===== config.mk =====
export PLATFORM = sky130hd
export DESIGN_NAME = par_to_ser_tx
export DESIGN_NICKNAME = d
export VERILOG_FILES = /design/src/rtl/serial_pkg.sv /design/src/rtl/bit_period_counter.sv /design/src/rtl/par_to_ser_tx.sv
export SDC_FILE = /design/constraint.sdc
export NUM_CORES = 1
export LEC_CHECK = 0
export ABC_CLOCK_PERIOD_IN_PS = 1600
export BUFFER_PORTS_ARGS = -buffer_cell sky130_fd_sc_hd__buf_4
export CORE_UTILIZATION = 29
export DETAILED_ROUTE_END_ITERATION = 7
export PLACE_DENSITY = 0.52
export RECOVER_POWER = 50
export SLEW_MARGIN = 20
export SYNTH_ARGS = -nofsm -noshare
export SYNTH_HDL_FRONTEND = slang
export SYNTH_SLANG_ARGS = --single-unit

===== constraint.sdc =====
create_clock -name clk -period 1.6 [get_ports clk]
set_input_delay 0 -clock clk [delete_from_list [all_inputs] [get_ports clk]]
set_output_delay 0 -clock clk [all_outputs]
set_load 0.02 [all_outputs]

===== src/rtl/serial_pkg.sv =====
// serial_pkg: frame definitions shared by the serial transmitter and receiver.
package serial_pkg;
  typedef enum logic [2:0] {
    IDLE     = 3'd0,
    START    = 3'd1,
    TRANSMIT = 3'd2,
    STOP     = 3'd3,
    PARITY   = 3'd4
  } state_e;
  localparam int   DATA_W   = 8;
  localparam logic IDLE_LVL = 1'b1;
endpackage


===== src/rtl/bit_period_counter.sv =====
// bit_period_counter: counts 0..CLKS_PER_BIT-1, strobes bit_end on the last count.
module bit_period_counter #(
  parameter int CLKS_PER_BIT = 4,
  parameter int CNT_W        = 16
) (
  input  logic clk,
  input  logic rst_n,
  input  logic clr,
  output logic bit_end,
  output logic last_next
);
  logic [CNT_W-1:0] cnt_q, cnt_d;
  assign bit_end = cnt_q == CNT_W'(CLKS_PER_BIT - 1);
  assign cnt_d = (clr || bit_end) ? '0 : cnt_q + 1'b1;
  // lets the parent register a strobe that lines up with bit_end
  assign last_next = cnt_d == CNT_W'(CLKS_PER_BIT - 1);
  always_ff @(posedge clk or negedge rst_n)
    if (!rst_n) cnt_q <= '0;
    else cnt_q <= cnt_d;
endmodule


===== src/rtl/par_to_ser_tx.sv =====
// par_to_ser_tx: byte-in, framed async serial out (start, 8 data LSB first, stop).
// Define PAR_TO_SER_PARITY_EN to insert an even-parity bit before the stop bit.
module par_to_ser_tx
  import serial_pkg::*;
#(
  parameter int CLKS_PER_BIT = 4,
  parameter int CNT_W        = 16
) (
  input  logic              clk,
  input  logic              rst_n,
  input  logic [DATA_W-1:0] par_in,
  input  logic              load,
  output logic              ready,
  output logic              ser_out,
  output logic              done
);
  state_e            state_q, state_d;
  logic [2:0]        idx_q, idx_d;
  logic [DATA_W-1:0] shift_q, shift_d;
  logic              ready_q, ready_d, ser_q, ser_d, done_q, done_d;
  logic              bit_end, last_next, clr, take;
`ifdef PAR_TO_SER_PARITY_EN
  logic              par_q, par_d;
`endif
  assign take    = state_q == IDLE && load;
  assign clr     = state_d != state_q || state_q == IDLE;
  assign ready   = ready_q;
  assign ser_out = ser_q;
  assign done    = done_q;
  bit_period_counter #(.CLKS_PER_BIT(CLKS_PER_BIT), .CNT_W(CNT_W)) u_cnt (
    .clk       (clk),
    .rst_n     (rst_n),
    .clr       (clr),
    .bit_end   (bit_end),
    .last_next (last_next)
  );
  always_comb begin
    state_d = state_q;
    case (state_q)
      IDLE:     if (load) state_d = START;
      START:    if (bit_end) state_d = TRANSMIT;
      TRANSMIT:
        if (bit_end && idx_q == 3'd7)
`ifdef PAR_TO_SER_PARITY_EN
          state_d = PARITY;
      PARITY:   if (bit_end) state_d = STOP;
`else
          state_d = STOP;
`endif
      STOP:     if (bit_end) state_d = IDLE;
      default:  state_d = IDLE;
    endcase
  end
  // ser_out follows state_q one cycle late, so it never sees load combinationally
  always_comb begin
    idx_d   = state_d == IDLE ? 3'd0 :
              (state_q == TRANSMIT && bit_end && idx_q != 3'd7) ? idx_q + 3'd1 : idx_q;
    shift_d = take ? par_in : (state_q == TRANSMIT && bit_end) ? shift_q >> 1 : shift_q;
    ready_d = state_d == IDLE;
    done_d  = state_d == STOP && last_next;
`ifdef PAR_TO_SER_PARITY_EN
    par_d   = take ? ^par_in : par_q;
    ser_d   = state_q == START ? 1'b0 : state_q == TRANSMIT ? shift_q[0] :
              state_q == PARITY ? par_q : IDLE_LVL;
`else
    ser_d   = state_q == START ? 1'b0 : state_q == TRANSMIT ? shift_q[0] : IDLE_LVL;
`endif
  end
  always_ff @(posedge clk or negedge rst_n)
    if (!rst_n) begin
      state_q <= IDLE;
      idx_q   <= 3'd0;
      shift_q <= '0;
      ready_q <= 1'b1;
      ser_q   <= IDLE_LVL;
      done_q  <= 1'b0;
    end else begin
      state_q <= state_d;
      idx_q   <= idx_d;
      shift_q <= shift_d;
      ready_q <= ready_d;
      ser_q   <= ser_d;
      done_q  <= done_d;
    end
`ifdef PAR_TO_SER_PARITY_EN
  always_ff @(posedge clk or negedge rst_n)
    if (!rst_n) par_q <= 1'b0;
    else par_q <= par_d;
`endif
endmodule


; ---- After elaboration in Yosys (flattened, before gate mapping)
; Index checks and enable logic that the tools add are counted.
[totals]
register_bits = 33
input_bits = 11
output_inout_bits = 3
word_cells = 41
[classes]
add_sub_neg = 2
eq_ne = 9
mux = 12
reduce_logical = 11
[ops]
columns = op, n
row1 = $eq A16 B2 Y1 const B, 2
row2 = $mux W3, 6
row3 = $add A16 B1 Y16 const B, 1
row4 = $mux W16, 1
row5 = $mux W8, 2
row6 = $pmux W3 S4, 1
row7 = $eq A3 B2 Y1 const B, 3
row8 = $logic_not A3 Y1, 2
row9 = $logic_and A1 B1 Y1, 5
row10 = $reduce_bool A2 Y1, 2
row11 = $add A3 B1 Y3 const B, 1
row12 = $eq A3 B1 Y1 const B, 1
row13 = $eq A3 B3 Y1 const B, 1
row14 = $ne A3 B3 Y1, 1
row15 = $ne A3 B3 Y1 const B, 1
row16 = $logic_or A1 B1 Y1, 2
row17 = $mux W1, 2

; ---- Longest topological paths before layout
; Gate-level depths: netlist of the first run.
[depth]
ltp_word = 10
mapped_depth = 8
depth_no_buf = 6

; ---- Cells and area by module
; Synthesis of the first run repeated with hierarchy kept, for this count alone.
[hier_totals]
hier_cells = 179
hier_area_um2 = 1846.8
[by_module_without_submodules]
columns = module, instances, cells_per_inst, area_per_inst_um2, seq_area_each_um2
row1 = bit_period_counter, 1, 102, 970.9, 400.4
row2 = par_to_ser_tx, 1, 77, 875.8, 427.9

; ---- Worst setup path before layout of the first run
; No wires, ideal clock.
[synth_path]
path_kind = reg2reg
startpoint = register u_cnt.cnt_q[0]
endpoint = register done_q (netlist: done)
setup_ns = 0.132
arrival_time_ns = 1.629
t_required_ns = 1.468
setup_slack_ns = -0.161
stages_incl_launch_ff = 9
n_path_buf = 2
synth_period_minus_slack_ns = 1.761
cell_sequence = dfrtp_1 > ha_1 > nor4b_1 > and4_1 > buf_4 > nand2b_1 > buf_6 > a41oi_1 > nor4_2
[synth_via]
elab_chain_len = 10
word_cells_on_any_way = 14
cone_classes = add/sub (1) / eq/ne (4) / mux (5) / reduce/logical (4)
[synth_lines]
columns = item, line
row1 = from (decl), bit_period_counter.sv:12  ; logic [CNT_W-1:0] cnt_q, cnt_d;
row2 = from (signal assigned), bit_period_counter.sv:19  ; else cnt_q <= cnt_d;
row3 = $eq A16 B2 Y1, bit_period_counter.sv:13  ; assign bit_end = cnt_q == CNT_W'(CLKS_PER_BIT - 1);
row4 = $logic_and A1 B1 Y1, par_to_ser_tx.sv:43  ; if (bit_end && idx_q == 3'd7)
row5 = $mux W3, par_to_ser_tx.sv:43
row6 = $pmux W3 S4, par_to_ser_tx.sv:39  ; case (state_q)
row7 = $ne A3 B3 Y1, par_to_ser_tx.sv:26  ; assign clr = state_d != state_q || state_q == IDLE;
row8 = $logic_or A1 B1 Y1, par_to_ser_tx.sv:26
row9 = $logic_or A1 B1 Y1, bit_period_counter.sv:14  ; assign cnt_d = (clr || bit_end) ? '0 : cnt_q + 1'b1;
row10 = $mux W16, bit_period_counter.sv:14
row11 = $eq A16 B2 Y1, bit_period_counter.sv:16  ; assign last_next = cnt_d == CNT_W'(CLKS_PER_BIT - 1);
row12 = $logic_and A1 B1 Y1 *, par_to_ser_tx.sv:60  ; done_d = state_d == STOP && last_next;
row13 = via done_d, par_to_ser_tx.sv:20  ; logic ready_q, ready_d, ser_q, ser_d, done_q, done_d;
row14 = to (signal assigned), par_to_ser_tx.sv:83  ; done_q <= done_d;
row15 = to (decl), par_to_ser_tx.sv:20
; The timed path passes the listed nets; every way through them passes the cells marked *.
; A chain may end at the register's enable or synchronous reset.

; ---- Worst setup path in the final report of the first run
[layout_path]
startpoint = register u_cnt.cnt_q[10]
endpoint = register done_q (netlist: done)
; Same word-level chain as after synthesis.

==> flow_summary.toml, run 1 <==
[sta]
fin_crit_ns = 1.79
finClkSkew_ns = 0.00475
grt_setup_unrepaired = "true"
hold_slack_ns = 0.0174
max_slew_margin = 0.460
tightest_slew_ns = 0.811
setup_viol = 21
maxSlewViolCount = 0
post-route-period-util = 1.12
setup_slack_ns = -0.190
report.final.hold_viol_count = 0
max_freq_mhz = 559

[power]
switchingPower_uw = 454
power_frac_comb = 0.106
max-vdd-ir-drop_uv = 390
p_leak_nw = 1.18
p_int_mw = 1.27
p_sw_frac = 0.263
p_per_area_nw_per_um2 = 655
seqPwrFrac = 0.524
clkPwrFrac = 0.370

[cts]
htree_levels = 2
clock_sinks = 33
cts_buffer_depth = 2
root_buffer = "clkbuf_8"
cts_tree = "yes"
clk_pin_slew_ns = 0.07
cts_buffers = 5
clock_latency_ns = 0.30

[placement]
routabilityCongestion = 0.775
dp_hpwl_um = 2860
io_buffers = 13

[routing]
num_vias = 1533
drc = 0
antenna_left = 0
dr.pass1.iters = 4
drt_iter0_markers = 67
totalWireLength_um = 4160
wl_per_cell_um = 12.8
vias_per_cell = 4.73

[yosys]
synth_ff_type = "dfrtp_1"
yosys-top-cells-count = "dfrtp_1, nor2_1, nand2_1"
syn_area_um2 = 1810
synthTopCellsByArea = "dfrtp_1, mux2i_1, nor2_1"
syn_inst = 188
synth_edf_count = 0
synth-seq-cells = 33
yosysTopAreaCellShare = 0.428
synth.largest_area_cell = "dfrtp_1"
syn_nets = 202
ys_seq_area_frac = 0.457
yosysMostFrequentCell = "dfrtp_1"
synth_cell_types = 43
yosys_warnings = 0
synth.avg_cell_area_um2 = 9.63
synth-async-reset-ratio = 1.00

[floorplanning]
die_w_um = 81.0
coreArea_um2 = 5960
start_util = 0.304
io_pins = 14
dieArea_um2 = 6560
rows = 28
die_h_um = 81.0

[critical_path]
worstPathArrival_ns = 1.99
start_kind = "flop"
crit_fanout = 6
required_ns = 1.80
crit_path_end_kind = "flop"
crit_type = "reg -> reg"

[final_layout]
drive_gt1_frac = 0.402
diodes = 0
area_delta_synth_final_pct = 45.7
nNetsFinal = 262
final_util = 0.443

[grt]
grt.overflow.total = 0
grt_max_degree = 34
antenna_found_initial = 0
grt_pass1_vias = 1541
grt_pass1_wl_um = 7080
grt_usage = 0.145

[outcome]
violations = "setup timing"
outcome = "finished with violations"

[hold_path]
hold_path_class = "in -> reg"

[run]
drv_cap = 0
-- power by group through the flow --
stage | registers, mW | logic [mW] | clock network [mW]
6_report | 0.905 | 0.183 | 0.640
5_1_grt | 0.912 | 0.204 | 0.700
4_1_cts | 0.905 | 0.170 | 0.658
3_5_place_dp | 0.921 | 0.148 | 0
3_3_place_gp | 0.920 | 0.145 | 0
2_1_floorplan | 0.916 | 0.0760 | 0
-- critical path: stages (launching register included) --
cell	delay, ns
dfrtp_1	0.40
buf_4	0.16
nand2_1	0.06
or4_4	0.53
mux2i_2	0.21
a41oi_2	0.16
nor4_2	0.17
-- timing repair --
| action | in CTS | in global routing |
|---|---|---|
| resized for setup | 8 | 30 |
| hold endpoints to repair | 41 | 0 |
| pin swaps | 9 | 17 |
| hold buffers | 9 | 0 |
| gates cloned | 0 | 1 |
| endpoints found under the setup margin | 31 | 31 |
| setup buffers | 5 | 1 |
-- area by class of cell --
class	count	area [µm²]
well taps	75	93.8
flip-flops and latches	33	831
clock buffers	5	68.8
multi-input cells	137	1040
clock inverters	3	17.5
repair buffers	66	569
inverters	5	18.8
fillers	580	3320
-- through the flow --
| stage | setup TNS, ns | total power [mW] | setup WS [ns] | instance area, µm² | instances |
|---|---|---|---|---|---|
| floorplan | -0.737 | 0.992 | -0.0772 | 1850 | 188 |
| global placement | -5.32 | 1.07 | -0.274 | 2250 | 301 |
| detailed placement | -5.91 | 1.07 | -0.274 | 2250 | 301 |
| CTS | -1.58 | 1.73 | -0.162 | 2500 | 323 |
| global route | -3.03 | 1.82 | -0.318 | 2640 | 324 |
| finish | -0.781 | 1.73 | -0.190 | 2640 | 324 |
-- layer usage --
layer	share of wire	vias up	GRT usage
li1	-	769	-
met1	0.46	736	0.182
met2	0.49	20	0.235
met3	0.023	8	0.0371
met4	0.020	0	0.0643
met5	0	-	0
-- layout by cell type, fill, tap and decap left out, types with 2 or more instances in the layout --
master          n
nor2_2          5
or2_2           2
buf_6           3
o211ai_1        2
dfrtp_1        29
o21ai_0         4
mux2i_1        10
clkbuf_8        5
xnor2_1        10
buf_12          2
nand2_1        15
buf_4          50
o21ai_1         7
dfstp_2         2
nand4_1         5
dfrtp_2         2
inv_1           5
and4_1          3
nand3_1         6
nor2_1         17
ha_1            2
and4_4          2
nor2_4          7
nor3_1          2
clkinv_2        2
a21oi_1         2
dlygate4sd3_1   9
xor2_1          7
-- registers in the layout (all words and copies together) (netlist names) --
| register | count |
|---|---|
| ser_out | 1 |
| done | 1 |
| ready | 1 |
| shift_q | 8 |
| idx_q | 3 |
| u_cnt.cnt_q | 16 |
| state_q | 3 |
-- logic make-up (layout without fill, tap and decap cells) --
kind of cell             after synthesis  in the layout  share of synthesized area
other                                  1              1                    0.00207
buffers and inverters                 18             79                     0.0594
multiplexers                          11             11                     0.0608
flip-flops                            33             33                      0.457
AND/OR/NAND/NOR                       82             82                      0.237
adder cells (fa/ha/maj)                3              3                     0.0207
AO/OA/AOI/OAI                         22             22                     0.0753
XOR/XNOR                              18             18                     0.0871
-- final timing paths --
| path | to | startpoint | slack (ns) | cells after the start |
|---|---|---|---|---|
| max | done$_DFF_PN0_ | u_cnt.cnt_q[10]$_DFF_PN0_ | -0.19 | 6 |
| min | ready$_DFF_PN1_ | load | 0.02 | 3 |
| max reg2reg | done$_DFF_PN0_ | u_cnt.cnt_q[10]$_DFF_PN0_ | -0.19 | 6 |
| min reg2reg | state_q[1]$_DFF_PN0_ | state_q[2]$_DFF_PN0_ | 0.51 | 1 |
| max in group asynchronous | u_cnt.cnt_q[2]$_DFF_PN0_ | rst_n | 0.72 | 2 |
| min in group asynchronous | u_cnt.cnt_q[5]$_DFF_PN0_ | rst_n | 0.32 | 2 |
Note: power is estimated with default switching activity, not from simulation.
==> run 2: changes to the inputs <==
--- a/config.mk
+++ b/config.mk
@@ -9,7 +9,6 @@
 export BUFFER_PORTS_ARGS = -buffer_cell sky130_fd_sc_hd__buf_4
 export CORE_UTILIZATION = 29
 export DETAILED_ROUTE_END_ITERATION = 7
-export PLACE_DENSITY = 0.52
 export RECOVER_POWER = 50
 export SLEW_MARGIN = 20
 export SYNTH_ARGS = -nofsm -noshare
==> run 2 against run 1 <==
Net effect:
- the flow still finishes with violations (setup timing)
- register-to-register slack better by 0.08 ns
- critical path depth grew 1
- global-route usage down 0.068 points
- clock skew is 0.0071 ns higher
- setup slack improved by 0.080 ns
- largest cell class unchanged
- largest power group unchanged
- highest routed layer unchanged
==> flow_summary.toml, run 2 (same netlist as run 1, synthesis figures left out) <==
[outcome]
outcome = "finished with violations"
violations = "setup timing"

[routing]
antenna_left = 0
drt_iter0_markers = 57
vias_per_cell = 4.70
num_vias = 1533
dr.pass1.iters = 4
drc = 0
wl_per_cell_um = 12.9
totalWireLength_um = 4190

[placement]
routabilityCongestion = 0.812
io_buffers = 13
placed_cells = 299
dp_hpwl_um = 2820
place_area_um2 = 2210

[floorplanning]
io_pins = 14
dieArea_um2 = 6560
die_h_um = 81.0
start_util = 0.304
rows = 28
die_w_um = 81.0
coreArea_um2 = 5960

[critical_path]
crit_path_top_delay_cell = "dfrtp_2"
start_kind = "flop"
cp_cell_sequence = "buf_4 -> and4_4 -> buf_4 -> and4_1 -> xnor2_1 -> nor2_1 -> nor4_2"
r2r_cells = 7
r2r_start = "u_cnt.cnt_q[3]$_DFF_PN0_"
worstPathArrival_ns = 1.90
critical_path.top_delay_family = "simple AND/OR/NAND/NOR gates"
regToRegSetupSlack_ns = -0.11
r2r_end = "done$_DFF_PN0_"
cpMostUsedCell = "buf_4"
path_buf_inv = 2
crit_type = "reg -> reg"
critPathMaxStageDelay_ns = 0.44
crit_path_end_kind = "flop"
crit_fanout = 5
required_ns = 1.79

[sta]
setup_viol = 12
tightest_slew_ns = 0.865
report.final.hold_viol_count = 0
post-route-period-util = 1.07
fin_crit_ns = 1.71
max_freq_mhz = 585
maxSlewViolCount = 0
finClkSkew_ns = 0.0118
max_slew_margin = 0.424
grt_setup_unrepaired = "true"
setup_slack_ns = -0.110

[hold_path]
hold_path_startpoint = "load"
min_path_cells = 3
hold_path_class = "in -> reg"
min_to = "ready$_DFF_PN1_"

[run]
drv_cap = 0

[grt]
grt_max_degree = 34
antenna_found_initial = 0
grt_pass1_wl_um = 7260
grt.overflow.total = 0
grt_pass1_vias = 1618
grt_usage = 0.145

[final_layout]
layout_common_cells = "buf_4, nor2_1, dfrtp_1, nand2_1, mux2i_1"
drive_gt1_frac = 0.367
nFillCells = 573
area_delta_synth_final_pct = 44.1
stdcell_count = 326
final_common_cell = "buf_4"
diodes = 0
largestRegisters = "u_cnt.cnt_q (16), shift_q (8)"
largest_register_ffs = 16
top_register = "u_cnt.cnt_q"
final_util = 0.438
nNetsFinal = 264
design_area_um2 = 2610

[cts]
cts_buffers = 5
clock_sinks = 33
cts_buffer_depth = 2
clock_latency_ns = 0.29
cts_tree = "yes"
clk_pin_slew_ns = 0.08
root_buffer = "clkbuf_8"
htree_levels = 2

[power]
p_leak_nw = 1.19
p_per_area_nw_per_um2 = 722
max-vdd-ir-drop_uv = 347
run 2: changes by cell type in the layout (fill, tap and decap cells not counted), sizes merged:
cell / previous run / this run
buf: 55 / 58
bufinv: 0 / 1
clkbuf: 7 / 6
clkinv: 2 / 1
run 2: per-stage QoR:
stage	TNS, ns	power [mW]	worst slack [ns]	hold slack, ns
finish	-0.583	1.88	-0.110	0.0432
global placement	-3.93	1.06	-0.211	-0.0202
global route	-2.11	1.98	-0.209	0.0649
detailed placement	-4.34	1.06	-0.230	-0.0167
floorplan	-0.737	0.992	-0.0772	-0.296
CTS	-0.921	1.90	-0.179	0.0882
run 2: final cells by class:
type / instances / area, µm² / area share
sequential: 33 / 832 / 0.319
tap: 75 / 93.8 / 0.0360
multi-input combinational: 137 / 992 / 0.380
clock inverter: 3 / 46.3 / 0.0177
inverter: 5 / 18.8 / 0.00719
timing repair buffer: 68 / 557 / 0.213
clock buffer: 5 / 68.8 / 0.0264
run 2: worst max path at each step:
stage                      endpoint                      from  cells past startpoint  slack, ns
2_1_floorplan        done$_DFF_PN0_  u_cnt.cnt_q[0]$_DFF_PN0_                      8      -0.08
3_3_place_gp         done$_DFF_PN0_  u_cnt.cnt_q[0]$_DFF_PN0_                      6      -0.21
3_5_place_dp   idx_q[1]$_DFFE_PN0P_  u_cnt.cnt_q[0]$_DFF_PN0_                      6      -0.23
4_1_cts              done$_DFF_PN0_  u_cnt.cnt_q[8]$_DFF_PN0_                      5      -0.18
5_1_grt        idx_q[1]$_DFFE_PN0P_  u_cnt.cnt_q[1]$_DFF_PN0_                      6      -0.21
6_report             done$_DFF_PN0_  u_cnt.cnt_q[3]$_DFF_PN0_                      7      -0.11
run 2: tightest hold or removal path, stage by stage:
cell     delay [ns]
buf_4          0.09
or3_1          0.11
nand3_2        0.11
run 2: where the power goes:
group / leakage [nW] / switching (mW) / internal [mW] / total, mW
Sequential: 0.432 / 0.0278 / 0.878 / 0.906
Clock: 0.0543 / 0.345 / 0.466 / 0.812
Combinational: 0.707 / 0.0801 / 0.0866 / 0.167
run 2: what timing repair did:
action / CTS / global route
setup endpoints to repair: 31 / 30
setup buffers: 10 / 5
hold endpoints to repair: 40 / 0
hold buffers: 9 / 0
pin swaps: 7 / 15
resized for setup: 11 / 16
run 2: routing by layer:
metal	wire, µm	GRT usage	vias up
met3	117	0.0404	6
met1	1850	0.170	737
met4	51	0.0464	0
li1	-	-	773
met5	0	0	-
met2	2180	0.253	17
